--- src/rtl/spi_resp.sv ---
// spi_resp: SPI mode-0 slave (CPOL=0, CPHA=0, MSB first) oversampled on clk.
// Receives MOSI frames as a one-cycle rx_valid strobe and transmits bytes from
// a single-entry holding register, falling back to FILL_BYTE when it is empty.
module spi_resp #(
    parameter int                    DATA_WIDTH = 8,
    parameter logic [DATA_WIDTH-1:0] FILL_BYTE  = '0
) (
    input  logic                  clk,
    input  logic                  nrst,
    input  logic                  sck,
    input  logic                  ss,
    input  logic                  mosi,
    output logic                  miso,
    output logic                  miso_oe,
    input  logic [DATA_WIDTH-1:0] tx_data,
    input  logic                  tx_valid,
    output logic                  tx_ready,
    output logic [DATA_WIDTH-1:0] rx_data,
    output logic                  rx_valid,
    output logic                  tx_underrun,
    output logic                  busy
);
    localparam int             CW   = (DATA_WIDTH > 1) ? $clog2(DATA_WIDTH) : 1;
    localparam logic [CW-1:0]  LAST = CW'(DATA_WIDTH - 1);

    typedef enum logic {IDLE, ACTIVE} state_t;

    state_t                state_q, state_d;
    logic [2:0]            sck_s, ss_s;
    logic [1:0]            mosi_s;
    logic                  sck_rise, sck_fall, ss_rise, ss_fall;
    logic                  load, rx_bit, tx_shift_en, abort;
    logic [DATA_WIDTH-1:0] hold_q, tx_shift, rx_next;
    logic                  hold_full, load_pending;
    logic [DATA_WIDTH-2:0] rx_shift;
    logic [CW-1:0]         bit_cnt;

    // Two-flop synchronisers; the third sck/ss stage exists only for edge detection.
    // ss resets high so leaving reset does not look like a select.
    always_ff @(posedge clk or negedge nrst) begin
        if (!nrst) begin
            sck_s  <= '0;
            ss_s   <= '1;
            mosi_s <= '0;
        end else begin
            sck_s  <= {sck_s[1:0], sck};
            ss_s   <= {ss_s[1:0], ss};
            mosi_s <= {mosi_s[0], mosi};
        end
    end

    assign sck_rise = sck_s[1] & ~sck_s[2];
    assign sck_fall = ~sck_s[1] & sck_s[2];
    assign ss_rise  = ss_s[1] & ~ss_s[2];
    assign ss_fall  = ~ss_s[1] & ss_s[2];
    assign rx_next  = {rx_shift, mosi_s[1]};
    assign tx_ready = ~hold_full;

    // State register.
    always_ff @(posedge clk or negedge nrst) begin
        if (!nrst) state_q <= IDLE;
        else       state_q <= state_d;
    end

    // Next state and per-cycle actions; a deselect edge masks any sck edge.
    always_comb begin
        state_d     = state_q;
        load        = 1'b0;
        rx_bit      = 1'b0;
        tx_shift_en = 1'b0;
        abort       = 1'b0;
        miso_oe     = 1'b0;
        busy        = 1'b0;
        miso        = 1'b0;
        case (state_q)
            IDLE: begin
                if (ss_fall) begin
                    state_d = ACTIVE;
                    load    = 1'b1;
                end
            end
            ACTIVE: begin
                miso_oe = 1'b1;
                busy    = 1'b1;
                miso    = tx_shift[DATA_WIDTH-1];
                if (ss_rise) begin
                    state_d = IDLE;
                    abort   = 1'b1;
                end else if (sck_rise) begin
                    rx_bit = 1'b1;
                end else if (sck_fall) begin
                    if (load_pending) load = 1'b1;
                    else              tx_shift_en = 1'b1;
                end
            end
            default: state_d = IDLE;
        endcase
    end

    // Transmit side: holding register and MISO shifter. A load only consumes a
    // full register, so it never collides with a write (tx_ready is low then).
    always_ff @(posedge clk or negedge nrst) begin
        if (!nrst) begin
            hold_q      <= '0;
            hold_full   <= 1'b0;
            tx_shift    <= '0;
            tx_underrun <= 1'b0;
        end else begin
            tx_underrun <= 1'b0;
            if (load) begin
                if (hold_full) begin
                    tx_shift  <= hold_q;
                    hold_full <= 1'b0;
                end else begin
                    tx_shift    <= FILL_BYTE;
                    tx_underrun <= 1'b1;
                end
            end else if (tx_shift_en) begin
                tx_shift <= {tx_shift[DATA_WIDTH-2:0], 1'b0};
            end
            if (tx_valid && !hold_full) begin
                hold_q    <= tx_data;
                hold_full <= 1'b1;
            end
        end
    end

    // Receive side: bit counter, MOSI shifter, frame strobe and the pending-load
    // flag that defers the next tx load to the following sck fall.
    always_ff @(posedge clk or negedge nrst) begin
        if (!nrst) begin
            rx_shift     <= '0;
            rx_data      <= '0;
            rx_valid     <= 1'b0;
            bit_cnt      <= '0;
            load_pending <= 1'b0;
        end else begin
            rx_valid <= 1'b0;
            if (abort) begin
                rx_shift     <= '0;
                bit_cnt      <= '0;
                load_pending <= 1'b0;
            end else if (rx_bit) begin
                rx_shift <= rx_next[DATA_WIDTH-2:0];
                if (bit_cnt == LAST) begin
                    bit_cnt      <= '0;
                    rx_data      <= rx_next;
                    rx_valid     <= 1'b1;
                    load_pending <= 1'b1;
                end else begin
                    bit_cnt <= bit_cnt + CW'(1);
                end
            end else if (load) begin
                load_pending <= 1'b0;
            end
        end
    end
endmodule

--- config.mk ---
export PLATFORM = sky130hd
export DESIGN_NAME = spi_resp
export DESIGN_NICKNAME = d
export VERILOG_FILES = /design/src/rtl/spi_resp.sv
export SDC_FILE = /design/constraint.sdc
export NUM_CORES = 1
export LEC_CHECK = 0
export CORE_ASPECT_RATIO = 0.8
export CORE_MARGIN = 5
export CORE_UTILIZATION = 41
export CTS_CLUSTER_SIZE = 12
export DETAILED_ROUTE_END_ITERATION = 10
export GPL_TIMING_DRIVEN = 0
export PLACE_DENSITY_LB_ADDON = 0.08
export SYNTH_ARGS = -nofsm -noshare
export SYNTH_HDL_FRONTEND = slang
export SYNTH_SLANG_ARGS = --single-unit
--- constraint.sdc ---
create_clock -name clk -period 2.61 [get_ports clk]
set_input_delay 0.261 -clock clk [delete_from_list [all_inputs] [get_ports clk]]
set_output_delay 0.261 -clock clk [all_outputs]
set_load 0.01 [all_outputs]
==> qor.csv <==
stage;metric;value;unit
run_status;status;finished, final reports clean;
timing;Slew headroom;57.5;%
placement;GP Congestion;0.712;
clocking;Resized Gates After CTS;0;
global_route;Total Routing Usage GR;12.1;%
placement;dpl hpwl;2.24;mm
hold_path;Min-Delay Endpoint;mosi_s[1];
yosys;main combinational cell family by area after synthesis;multiplexers;
global_route;initial antenna violation count;0;
yosys;top cell type's share of synthesized area;59.9;%
cells_and_area;final core occ;54.2;%
clocking;Root Driver;clkbuf_8;
pwr;Flop pwr share;54.7;%
cells_and_area;fill count;374;
setup_path;slowest library cell on the worst path;dfstp_2;
yosys;Syn Inst Count;130;
timing;Final period util;68.6;%
cells_and_area;layout cells sized above 1;22.8;%
floorplan;die area;5930;um2
setup_path;Largest stage delay, worst path;0.55;ns
cells_and_area;most frequent cells in the layout;44 x dfrtp_1, 26 x clkdlybuf4s50_1, 16 x mux2_2, 9 x o21ai_1;
floorplan;Die Width;84.9;um
hold_path;hold path cells;0;
pwr;sw frac;26.1;%
drt;Via density;4.78;
global_route;gr ovfl total;0;
timing;max-slew violations;0;
setup_path;crit path max fanout;10;
timing;Fin. Hold Viols;0;
cells_and_area;multi-input logic area;593;um2
yosys;syn_nets;146;
placement;pre-CTS setup slack;0.862;ns
pwr;maximum vdd drop;0.506;mV
timing;RSZ-0062 raised after global routing;false;
clocking;Worst-Skew Late Latency;0.29;ns
floorplan;Row Count;21;
drt;ANT nets after route;0;
setup_path;WS Path Type;register to register;
cells_and_area;Nets;182;
yosys;post-synth top area cell;dfrtp_1;
yosys;Cell Area, Synth;1840;um2
placement;number of port buffers;27;
timing;Final Worst Setup Slack;0.818;ns
clocking;Clock transition at path regs;0.08;ns
clocking;Setup Fix Bufs, Post-CTS;0;
clocking;H-tree depth;2;
yosys;share of the yosys chip area belonging to registers;64.1;%
setup_path;crit path cell chain;nor2b_4 -> buf_6 -> nor3b_1 -> nand2_1 -> mux2_2;
setup_path;Setup crit end kind;register;
global_route;first-pass GRT wire length;5.57;mm
timing;worst slew pin tran;0.633;ns
yosys;xor/xnor cell area share of the yosys netlist;0;%
drt;Initial DRC Count;22;
cells_and_area;register area;1180;um2
pwr;combinational share of power;19.8;%
yosys;Unique masters post-synth;28;
drt;via count;1070;
clocking;CTS max path bufs;2;
setup_path;reg2reg end;rx_data[0];
global_route;number of global-route vias before repair;1079;
setup_path;CP Launch Type;register;
setup_path;Required @ worst endpoint;2.78;ns
timing;worst hold margin;0.355;ns
cells_and_area;diode count;0;
drt;Post-Route WL;3.13;mm
global_route;pin count of the biggest net entering global routing;35;
timing;Setup Viol. Count Final;0;
timing;Max Clk Rate;558;MHz
floorplan;Starting Density;43.2;%
yosys;top cells by area, synth;dfrtp_1 60%, mux2_2 9.8%, mux2i_1 4.4%, dfstp_2 4.3%, a22o_1 3.8%;
yosys;syn avg cell area;14.1;um2
setup_path;WP data arrival;1.97;ns
setup_path;Reg2Reg Setup Slack;0.82;ns
hold_path;Hold WC Path Type;register to register;
timing;total negative setup slack;0;ns
yosys;adder-cell share of the synthesized area;1.36;%
cells_and_area;P&R area growth vs syn;25.4;%
setup_path;worst r2r path cells;5;
setup_path;worst r2r src;ss_s[2];
yosys;Synth Area in Compound Gates;9.46;%
floorplan;# IOs;28;
yosys;Yosys reg bits;47;
yosys;post-synthesis mux area share;14.1;%
drt;drt drc;0;
yosys;YS warnings;0;
pwr;Net Switching;0.474;mW
run;max cap viols;0;
pwr;power per cell area;787;nW/um2
hold_path;hold_sp;mosi_s[0];
timing;clock skew;0.00622;ns
clocking;CTS tree;done;
pwr;internal power;1.34;mW
pwr;clock share of power;25.4;%
pwr;LEAKAGE;1.08;nW
drt;first drt pass iteration count;2;
drt;WL per Instance;14.0;um
floorplan;Die Y;69.9;um
floorplan;core area;4260;um2
yosys;simple-gate portion of the synthesized area;7.28;%
clocking;Sink Count;47;
clocking;Post-CTS Hold Fix Bufs;1;
clocking;CTS buffer count;5;
timing;Final Critical Period;1.79;ns
cells_and_area;most common cell after layout, fill and taps aside;dfrtp_1;
-- logic make-up after synthesis --
logic type / count (synthesis)
buffers and inverters: 11
AO/OA/AOI/OAI: 23
AND/OR/NAND/NOR: 23
multiplexers: 24
adder cells (fa/ha/maj): 2
flip-flops: 47
-- power groups by stage --
stage / clock network, mW / logic (mW) / registers (mW)
4_1_cts: 0.481 / 0.370 / 0.992
3_3_place_gp: 0 / 0.349 / 0.996
2_1_floorplan: 0 / 0.255 / 0.970
6_report: 0.462 / 0.360 / 0.993
5_1_grt: 0.508 / 0.414 / 1.01
3_5_place_dp: 0 / 0.366 / 1.01
-- layer usage --
layer	track usage, %	wire length, um	vias up
li1	-	-	527
met3	3.53	160	2
met1	18.0	1650	521
met2	16.0	1280	20
met4	5.80	31	0
met5	0	0	-
-- worst max-delay path, delay by kind of cell (launching register included) --
kind	cells	cell delay, ns
AND/OR/NAND/NOR	3	0.63
flip-flops	1	0.55
multiplexers	1	0.38
buffers and inverters	1	0.12
-- flip-flops by register name, summed over array words and instances, names as in the netlist --
signal,count
rx_valid,1
load_pending,1
tx_underrun,1
rx_shift,7
hold_q,8
rx_data,8
tx_shift,8
mosi_s,2
bit_cnt,3
state_q,1
hold_full,1
sck_s,3
ss_s,3
-- through the flow --
step                      area, um2  instances  power (mW)
after floorplan                1840        130        1.22
after global placement         2180        214        1.35
after detailed placement       2200        215        1.37
after CTS                      2310        224        1.84
after global routing           2310        224        1.94
final                          2310        224        1.81
-- worst max-delay path by stage --
stage / from / to
3_3_place_gp: nrst / mosi_s[0]
6_report: ss_s[2] / rx_data[0]
2_1_floorplan: ss_s[2] / tx_shift[1]
5_1_grt: ss_s[2] / rx_data[7]
4_1_cts: hold_full / tx_ready
3_5_place_dp: ss_s[2] / rx_data[4]
-- area by class of cell --
class	instances	share of cell area, %
repair buffers	29	12.8
plain buffers	8	2.39
multi-input cells	72	25.7
well taps	57	3.09
flip-flops and latches	47	51.2
clock buffers	8	4.34
inverters	3	0.488
-- synth_stat cells (all sizes together) --
library cell	number
a22o	8
nor2b	3
o32ai	1
nor3b	1
a21oi	1
nand2	5
or2b	1
o21ai	11
and2	2
nand2b	1
dfrtp	44
o21bai	1
buf	6
o22a	1
nor2	1
or4	1
nand3	8
inv	3
clkbuf	2
mux2i	8
dfstp	3
ha	2
mux2	16
(Power assumes the default switching activity.)
